[src/rtl/gate_pkg.sv]
// gate_pkg: op encoding shared by the gate pipeline
package gate_pkg;
  typedef logic [2:0] op_t;
  localparam op_t OP_NOT     = 3'd0;
  localparam op_t OP_AND     = 3'd1;
  localparam op_t OP_OR      = 3'd2;
  localparam op_t OP_NAND    = 3'd3;
  localparam op_t OP_NOR     = 3'd4;
  localparam op_t OP_XOR     = 3'd5;
  localparam op_t OP_XNOR    = 3'd6;
  localparam op_t OP_ILLEGAL = 3'd7;
endpackage

[src/rtl/gate_op_core.sv]
// gate_op_core: combinational bitwise gate selected by op
module gate_op_core import gate_pkg::*; #(
  parameter int WIDTH = 8
) (
  input  op_t              op,
  input  logic [WIDTH-1:0] a,
  input  logic [WIDTH-1:0] b,
  output logic [WIDTH-1:0] y,
  output logic             err
);
  always_comb begin
    y   = op == OP_NOT  ? ~a :
          op == OP_AND  ? a & b :
          op == OP_OR   ? a | b :
          op == OP_NAND ? ~(a & b) :
          op == OP_NOR  ? ~(a | b) :
          op == OP_XOR  ? a ^ b :
          op == OP_XNOR ? ~(a ^ b) : '0;
    err = op == OP_ILLEGAL;
  end
endmodule

[src/rtl/gate_array_pipe.sv]
// gate_array_pipe: two-stage valid/ready gate pipeline with flags and saturating op counter
module gate_array_pipe import gate_pkg::*; #(
  parameter int WIDTH = 8,
  parameter int CNT_W = 16
) (
  input  logic             clk,
  input  logic             rst,
  input  logic             in_valid,
  output logic             in_ready,
  input  logic [WIDTH-1:0] in_a,
  input  logic [WIDTH-1:0] in_b,
  input  op_t              in_op,
  output logic             out_valid,
  input  logic             out_ready,
  output logic [WIDTH-1:0] out_y,
  output logic             out_zero,
  output logic             out_ones,
  output logic             out_par,
  output logic             out_err,
  input  logic             cnt_clr,
  output logic [CNT_W-1:0] op_count
);
  logic             s1_valid, s2_valid, s1_adv, err;
  op_t              s1_op;
  logic [WIDTH-1:0] s1_a, s1_b, y;
  gate_op_core #(.WIDTH(WIDTH)) u_core (.op(s1_op), .a(s1_a), .b(s1_b), .y(y), .err(err));
  always_comb begin
    s1_adv    = !s2_valid || out_ready;
    in_ready  = !s1_valid || s1_adv;
    out_valid = s2_valid;
  end
  always_ff @(posedge clk) begin
    if (rst) begin
      s1_valid <= 1'b0;
      s2_valid <= 1'b0;
      s1_a     <= '0;
      s1_b     <= '0;
      s1_op    <= OP_NOT;
      out_y    <= '0;
      out_zero <= 1'b0;
      out_ones <= 1'b0;
      out_par  <= 1'b0;
      out_err  <= 1'b0;
      op_count <= '0;
    end else begin
      if (in_ready) s1_valid <= in_valid;
      if (in_valid && in_ready) begin
        s1_a  <= in_a;
        s1_b  <= in_b;
        s1_op <= in_op;
      end
      if (s1_adv) s2_valid <= s1_valid;
      if (s1_valid && s1_adv) begin
        out_y    <= y;
        out_zero <= ~|y;
        out_ones <= &y;
        out_par  <= ^y;
        out_err  <= err;
      end
      op_count <= cnt_clr ? '0 : (out_valid && out_ready && ~&op_count) ? op_count + 1'b1 : op_count;
    end
  end
endmodule

[config.mk]
export PLATFORM = sky130hd
export DESIGN_NAME = gate_array_pipe
export DESIGN_NICKNAME = d
export VERILOG_FILES = /design/src/rtl/gate_pkg.sv /design/src/rtl/gate_op_core.sv /design/src/rtl/gate_array_pipe.sv
export SDC_FILE = /design/constraint.sdc
export NUM_CORES = 1
export LEC_CHECK = 0
export CAP_MARGIN = 10
export CORE_ASPECT_RATIO = 0.8
export CORE_MARGIN = 2
export CORE_UTILIZATION = 45
export CTS_BUF_LIST = sky130_fd_sc_hd__clkbuf_16
export CTS_CLUSTER_DIAMETER = 60
export DETAILED_ROUTE_END_ITERATION = 8
export GPL_ROUTABILITY_DRIVEN = 0
export MAX_ROUTING_LAYER = met4
export PLACE_DENSITY = 0.7
export SLEW_MARGIN = 20
export SYNTH_ARGS = -nofsm -noshare
export SYNTH_HDL_FRONTEND = slang
export SYNTH_SLANG_ARGS = --single-unit
[constraint.sdc]
create_clock -name clk -period 2.8 [get_ports clk]
set_input_delay 0.7 -clock clk [delete_from_list [all_inputs] [get_ports clk]]
set_output_delay 0.7 -clock clk [all_outputs]
set_load 0.1 [all_outputs]
### Word-level counts from Yosys, hierarchy flattened

Cells that the tools add are included.

* output and inout bits: 30
* word-level logic and storage cells: 49
* input bits: 24
* bits in registers: 49

* add/sub/neg operators: 1
* bitwise gates (word level): 7
* reductions and logical operators: 16
* multiplexer cells: 7
* equal/unequal tests: 7

Operators by type and width (count)
* $mux W8: 7
* $not A8 Y8: 4
* $add A16 B1 Y16 const B: 1
* $reduce_and A16 Y1: 1
* $eq A3 B3 Y1 const B: 4
* $and A8 B8 Y8: 1
* $or A8 B8 Y8: 1
* $reduce_and A8 Y1: 1
* $reduce_or A8 Y1: 1
* $reduce_xor A8 Y1: 1
* $xor A8 B8 Y8: 1
* $eq A3 B2 Y1 const B: 2
* $logic_and A1 B1 Y1: 4
* $logic_not A1 Y1: 4
* $eq A3 B1 Y1 const B: 1
* $logic_not A3 Y1: 1
* $logic_or A1 B1 Y1: 2
* $reduce_or A2 Y1: 1

### Depth between registers and ports, before layout

Gate-level depths: netlist (run 1).

* depth in word-level cells: 11
* gate-level depth with buffers: 13
* mapped depth without buffers: 12

### Hierarchy

Synthesis (run 1) repeated with hierarchy kept, for this count alone.

* cells, all modules: 357
* area, all modules: 2906.5 um2

Modules (own cells, without submodules)
* gate_array_pipe: instances 1, seq. area each 980.9 um2, cells an instance 264, area an instance 2214.6 um2
* gate_op_core: instances 1, seq. area each 0.0 um2, cells an instance 93, area an instance 691.9 um2

### Worst setup path after synthesis (run 1)

OpenSTA, ideal clock, no wires.

* kind: register to register
* start point: reg s2_valid, in the netlist out_valid
* end point: reg s1_op[0]
* required time: 2.730 ns
* buffers on the path: 1
* library setup time: 0.070 ns
* clock period less this slack: 2.856 ns
* path slack: -0.056 ns
* cell stages (with the launch flop): 7
* arrival time: 2.785 ns
* cell sequence: dfxtp_1 nor2b_1 nand2_1 nand2_1 buf_2 nand2_1 a21oi_1

* longest elaborated chain between the ends: 4

RTL lines
* start, declared: line gate_array_pipe.sv:23 `logic s1_valid, s2_valid, s1_adv, err;`
* start signal, assigned: line gate_array_pipe.sv:52 `if (s1_adv) s2_valid <= s1_valid;`
* $logic_not A1 Y1: line gate_array_pipe.sv:28 `s1_adv = !s2_valid || out_ready;`
* $logic_or A1 B1 Y1: line gate_array_pipe.sv:28
* $logic_or A1 B1 Y1: line gate_array_pipe.sv:29 `in_ready = !s1_valid || s1_adv;`
* named net in_ready: line gate_array_pipe.sv:9 `output logic in_ready,`
* $logic_and A1 B1 Y1: line gate_array_pipe.sv:47 `if (in_valid && in_ready) begin`
* end signal, assigned: line gate_array_pipe.sv:50 `s1_op <= in_op;`
* end, declared: line gate_array_pipe.sv:24 `op_t s1_op;`

The timed path passes the listed nets, and every way through them passes these cells.
A chain may end at the register's enable or synchronous reset.

### Worst setup path after layout (run 1)

* start point: reg s1_a[5]
* end point: reg out_par

* longest elaborated chain between the ends: 10
* elaborated cells on any way between the ends: 15
* those cells by class: 7 x mux; 7 x bitwise; 1 x reduce/logical

RTL lines
* start, declared: line gate_array_pipe.sv:25 `logic [WIDTH-1:0] s1_a, s1_b, y;`
* start signal, assigned: line gate_array_pipe.sv:48 `s1_a <= in_a;`
* $xor A8 B8 Y8: line gate_op_core.sv:17, gate_op_core.sv:18
* $not A8 Y8: line gate_op_core.sv:18 `op == OP_XNOR ? ~(a ^ b) : '0;`
* $mux W8: line gate_op_core.sv:18
* $mux W8: line gate_op_core.sv:17 `op == OP_XOR ? a ^ b :`
* $mux W8: line gate_op_core.sv:16 `op == OP_NOR ? ~(a | b) :`
* $mux W8: line gate_op_core.sv:15 `op == OP_NAND ? ~(a & b) :`
* $mux W8: line gate_op_core.sv:14 `op == OP_OR ? a | b :`
* $mux W8: line gate_op_core.sv:13 `op == OP_AND ? a & b :`
* $mux W8 *: line gate_op_core.sv:12 `y = op == OP_NOT ? ~a :`
* $reduce_xor A8 Y1 *: line gate_array_pipe.sv:57 `out_par <= ^y;`
* end signal, assigned: line gate_array_pipe.sv:57
* end, declared: line gate_array_pipe.sv:18 `output logic out_par,`

Every way passes the cells marked *; elsewhere a longest branch is shown, timed or not.

==> out/metrics.yaml, run 1 <==
cts_sinks: 49
relSlewSlack_pct: 59.2
synth_fp_nets: 398
core_um2: 6310
hold_ws_ns: 0.453
hp-start: "out_y[4]"
timing.critical_path.from: "s1_a[5]"
clk_pin_slew_ns: 0.07
vias: 2606
cts-htree-levels: 2
syn_to_final_growth_pct: 24.6
grt_setup_unrepaired: "no"
die_h_um: 75.9
hpwl_mm: 5.02
status: "completed"
dieArea_um2: 7130
synth.distinct_cells: 52
grt_pass1_wl_mm: 11.4
grt_max_degree: 20
portBuffers: 53
critPathMaxFanout: 4
cp-start-kind: "flop"
netlist_area_um2: 2910
reg2reg_from: "s1_a[5]"
syn_inst: 352
finalHoldViolations: 0
drt-total-wl_mm: 6.68
p_leak_nw: 1.47
power_density_nw_per_um2: 510
clockRootBuffer: "clkbuf_16"
layout_commonest_cell: "nand2_1"
holdBufCountCts: 0
avgViaCountPerCell: 5.34
synth_seq_cells: 49
place_worst_setup_slack_ns: 0.180
yosys_warnings: 0
critical_path_class: "flop to flop"
ys_seq_area_share_pct: 33.7
setup_ws_ns: 0.151
first_pass_iters: 4
diodes: 0
fin_util_pct: 57.4
fin_crit_ns: 2.65
routedWlPerCell_um: 13.7
die_w_um: 93.9
max_freq_mhz: 378
power_mw: 1.85
busiest_layer: "met2"
period_share_pct: 94.6
drt_iter0_drc: 105
drive_gt1_share_pct: 17.1
cp_data_required_time_ns: 2.96
use_met1_pct: 28.0
drv_slew: 0
num_rows: 26
hold_class: "flop to flop"
final_cell_mix: "64 x nand2_1, 47 x dfxtp_1, 43 x buf_4"
clkLatencyLatePin_ns: 0.29
ant_nets: 0
io_pins: 54
cts_made_buffers: 5
overflow: 0
drv_cap: 0
antenna_found_initial: 0
critPathArrivalTime_ns: 2.81
vdd_drop_max_mv: 0.256
grt_pass1_vias: 2415
nets: 449
finClkSkew_ns: 0.00800
drc: 0
track_usage_pct: 20.1
grtUsageMet2_pct: 29.8
setup_viol: 0
clock_path_buffers: 2
finalSetupTns_ns: 0
worstMarginPinSlew_ns: 0.609
gr-usage-met3_pct: 4.08
cp-end-kind: "flop"
start_util_pct: 46.1
synth_area_per_cell_um2: 8.26
cts_tree: "done"
cell type report:
class | count | area (µm²)
clock inverters | 3 | 41.3
well taps | 84 | 105
repair buffers | 67 | 573
clock buffers | 5 | 125
inverters | 25 | 93.8
flip-flops and latches | 49 | 983
fillers | 606 | 2690
multi-input cells | 255 | 1700
path summary, 6_finish.rpt:
| kind | end | slack [ns] | cells past startpoint |
|---|---|---|---|
| hold / removal | out_y[4] | 0.45 | 2 |
| setup reg to reg | out_par | 0.15 | 11 |
| hold reg to reg | out_y[4] | 0.45 | 2 |
| setup / recovery | out_par | 0.15 | 11 |
Yosys cell counts, drive strengths merged:
library cell   n  share of area, %
a21oi         35               6.5
a221o          5               1.7
a221oi         1              0.52
a22o          13               3.9
a22oi          3               1.3
a311oi         1              0.30
a31oi          4              0.86
a32o           1              0.34
and2           3              0.65
and3           7               1.7
and4           3              0.90
buf           12               3.1
clkbuf        11               1.4
dfxtp         49                34
ha            22               9.5
inv           25               3.2
mux2i          2              0.69
nand2         64               8.3
nand2b         1              0.22
nand3          5               1.3
nand4          3              0.65
nand4b         1              0.30
nor2          27               3.5
nor2b          3              0.90
nor3           3              0.69
nor3b          1              0.26
nor4           4               1.3
nor4b          2              0.60
o2111a         1              0.39
o2111ai        3              0.90
o211a          1              0.34
o211ai         4               1.2
o21a           2              0.52
o21ai          2              0.34
o221ai         5               1.5
o22ai          1              0.22
o311ai         1              0.30
or2            3              0.65
or3            1              0.22
xnor2         10               3.0
xor2           7               2.1
stage by stage:
stage | instances | area, µm²
finish | 488 | 3620
floorplan | 352 | 2910
detailed placement | 480 | 3460
global route | 488 | 3620
global placement | 480 | 3460
CTS | 488 | 3620
sequential cells by signal (all words and copies together), names as in the netlist:
register,cells
s1_op,3
out_err,1
out_zero,1
out_y,8
out_valid,1
out_ones,1
s1_b,8
op_count,16
s1_a,8
s1_valid,1
out_par,1
logic make-up after synthesis:
family / after synthesis / synth area share [%]
fa+ha+maj: 22 / 9.47
xor+xnor: 17 / 5.12
flops: 49 / 33.7
mux: 2 / 0.688
simple gates: 131 / 22.0
compound gates: 83 / 21.2
buf+inv: 48 / 7.75
report_power, final:
| part | internal [mW] | switching, mW | leakage, nW |
|---|---|---|---|
| Clock | 0.418 | 0.259 | 0.0775 |
| Combinational | 0.159 | 0.258 | 0.995 |
| Sequential | 0.727 | 0.0273 | 0.401 |
| Total | 1.30 | 0.544 | 1.47 |
critical path: stages (launching register included):
cell and delay (ns):
dfxtp_1 0.39, inv_1 0.07, ha_1 0.30, a22o_1 0.19, a22o_1 0.17, a21oi_1 0.28
ha_1 0.30, xor2_1 0.15, xnor2_1 0.14, and4_1 0.21, o2111ai_1 0.19, o311ai_1 0.13
what timing repair did:
item                                   4_1_cts  5_1_grt
setup endpoints to repair                    0        1
endpoints found under the hold margin        0        0
resized for setup                            0        1
setup buffers                                0        0
metal layers:
layer / routed length (µm) / up-vias / part of all wire [%]
met5: 0 / - / 0
met4: 42 / 0 / 0.63
met3: 382 / 4 / 5.7
met2: 2930 / 62 / 44
met1: 3320 / 1209 / 50
li1: - / 1331 / -
Power figures use the tool's default switching activity.
==> run 2: changes to the inputs <==
--- a/config.mk
+++ b/config.mk
@@ -5,7 +5,7 @@
 export SDC_FILE = /design/constraint.sdc
 export NUM_CORES = 1
 export LEC_CHECK = 0
-export CAP_MARGIN = 10
+export CAP_MARGIN = 20
 export CORE_ASPECT_RATIO = 0.8
 export CORE_MARGIN = 2
 export CORE_UTILIZATION = 45
==> results of run 2 <==
No change in the layout: final DEF, timing and power equal those of run 1.
==> run 3: changes to the inputs <==
--- a/config.mk
+++ b/config.mk
@@ -7,12 +7,12 @@
 export LEC_CHECK = 0
 export CAP_MARGIN = 20
 export CORE_ASPECT_RATIO = 0.8
-export CORE_MARGIN = 2
 export CORE_UTILIZATION = 45
 export CTS_BUF_LIST = sky130_fd_sc_hd__clkbuf_16
 export CTS_CLUSTER_DIAMETER = 60
 export DETAILED_ROUTE_END_ITERATION = 8
 export GPL_ROUTABILITY_DRIVEN = 0
+export HOLD_SLACK_MARGIN = 0.08
 export MAX_ROUTING_LAYER = met4
 export PLACE_DENSITY = 0.7
 export SLEW_MARGIN = 20
==> out/metrics.yaml, run 3 (synthesized netlist as in run 1, its figures left out) <==
power_density_nw_per_um2: 488
regToRegSetupSlack_ns: 0.16
status: "completed"
track_usage_pct: 20.7
period_share_pct: 94.2
grt_setup_unrepaired: "no"
worstMarginPinSlew_ns: 0.584
cp-start-kind: "flop"
cp-end-kind: "flop"
final_cell_mix: "64 x nand2_1, 47 x dfxtp_1, 41 x buf_4"
clockRootBuffer: "clkbuf_16"
avgViaCountPerCell: 5.24
drt-total-wl_mm: 6.57
gr-usage-met3_pct: 4.14
cts_made_buffers: 5
max_stage_delay_ns: 0.38
largest-register: "op_count"
clkPwrFrac_pct: 32.9
drc: 0
hp-start: "out_y[4]"
holdBufCountCts: 0
routedWlPerCell_um: 13.6
die_h_um: 73.9
cts-htree-levels: 2
busiest_layer: "met1"
first_pass_iters: 4
fin_util_pct: 59.4
seqPwrFrac_pct: 43.1
grt_pass1_wl_mm: 10.8
hold_depth: 2
die_w_um: 91.9
cp_data_required_time_ns: 2.95
grt_pass1_vias: 2263
clock_path_buffers: 2
finalSetupTns_ns: 0
vias: 2536
layout_commonest_cell: "nand2_1"
p_int_mw: 1.22
dieArea_um2: 6790
p_comb_share_pct: 24.0
cts_tree: "done"
finalHoldViolations: 0
clkLatencyLatePin_ns: 0.28
critPathTopFamily: "compound AO/OA/AOI/OAI gates"
nets: 448
grt_max_degree: 32
diodes: 0
timing.critical_path.buf_inv: 2
setup_viol: 0
fin_crit_ns: 2.64
hpwl_mm: 4.88
p_leak_nw: 1.46
io_pins: 54
start_util_pct: 47.9
r2r_cells: 12
largest_reg_flops: 16
cts_sinks: 49
power.switching_mw: 0.537
max_freq_mhz: 379
critPathArrivalTime_ns: 2.79
power_mw: 1.76
critPathMaxFanout: 4
grtUsageMet2_pct: 29.3
critical_path_class: "flop to flop"
fillers: 561
core_um2: 6070
drv_slew: 0
switching_share_pct: 30.6
antenna_found_initial: 0
crit_chain: "inv_1 -> ha_1 -> a22o_1 -> a22o_1 -> a21oi_2 -> inv_1 -> ha_1 -> xor2_1 -> xnor2_1 -> and4_1 -> o2111ai_1 -> o311ai_1"
num_rows: 25
vdd_drop_max_mv: 0.233
syn_to_final_growth_pct: 23.9
hold_class: "flop to flop"
drv_cap: 0
use_met1_pct: 30.4
drive_gt1_share_pct: 16.9
overflow: 0
relSlewSlack_pct: 60.8
cpMaxStageDelayCell: "dfxtp_1"
clk_pin_slew_ns: 0.07
ant_nets: 0
holdPathEnd: "out_y[4]"
timing.rr.end: "out_par"
drt_iter0_drc: 106
portBuffers: 53
finClkSkew_ns: 0.00406
reg2reg_from: "s1_a[6]"
==> run 3: repair_timing <==
| item | CTS | global route |
|---|---|---|
| buffers inserted | 0 | 0 |
| setup endpoints to repair | 0 | 1 |
| resized for setup | 0 | 1 |
==> run 3: worst max-delay path by stage <==
stage / startpoint / to / slack, ns / cells after the start
finish: s1_a[6] / out_par / 0.16 / 12
floorplan: out_valid / s1_op[0] / 0.27 / 6
detailed placement: s1_op[2] / out_par / 0.17 / 10
global placement: s1_op[2] / out_par / 0.21 / 10
global route: s1_op[1] / out_par / 0.02 / 10
CTS: s1_op[2] / out_par / 0.14 / 10
==> run 3: layer usage <==
layer	vias up	share of wire, %	routed length (µm)
met5	-	0	0
met2	63	40	2640
met3	2	5.1	333
met1	1149	54	3570
met4	0	0.38	25
li1	1322	-	-
==> run 3: power groups by stage <==
stage	clock network (mW)	logic (mW)	registers (mW)
floorplan	0	0.222	0.854
global placement	0	0.415	0.771
detailed placement	0	0.421	0.772
CTS	0.598	0.423	0.756
global route	0.632	0.457	0.761
finish	0.578	0.422	0.757
==> run 3: area by class of cell <==
cell class	instances	area [µm²]	share of cell area, %
well taps	81	101	2.81
inverters	25	93.8	2.61
repair buffers	66	578	16.0
multi-input cells	255	1700	47.2
flip-flops and latches	49	983	27.3
clock buffers	5	125	3.47
clock inverters	3	18.8	0.521
==> run 3: tightest hold or removal path, cell delays in order (launching register included) <==
cell	delay, ns
dfxtp_1	0.31
nand2_1	0.05
a21oi_1	0.05
==> run 3: metrics by stage <==
step	area [µm²]	instances	hold slack [ns]	setup WS (ns)
detailed placement	3460	476	0.447	0.167
global route	3600	484	0.470	0.0245
finish	3600	484	0.457	0.161
CTS	3600	484	0.457	0.142
global placement	3460	476	0.444	0.210
floorplan	2910	352	0.453	0.272
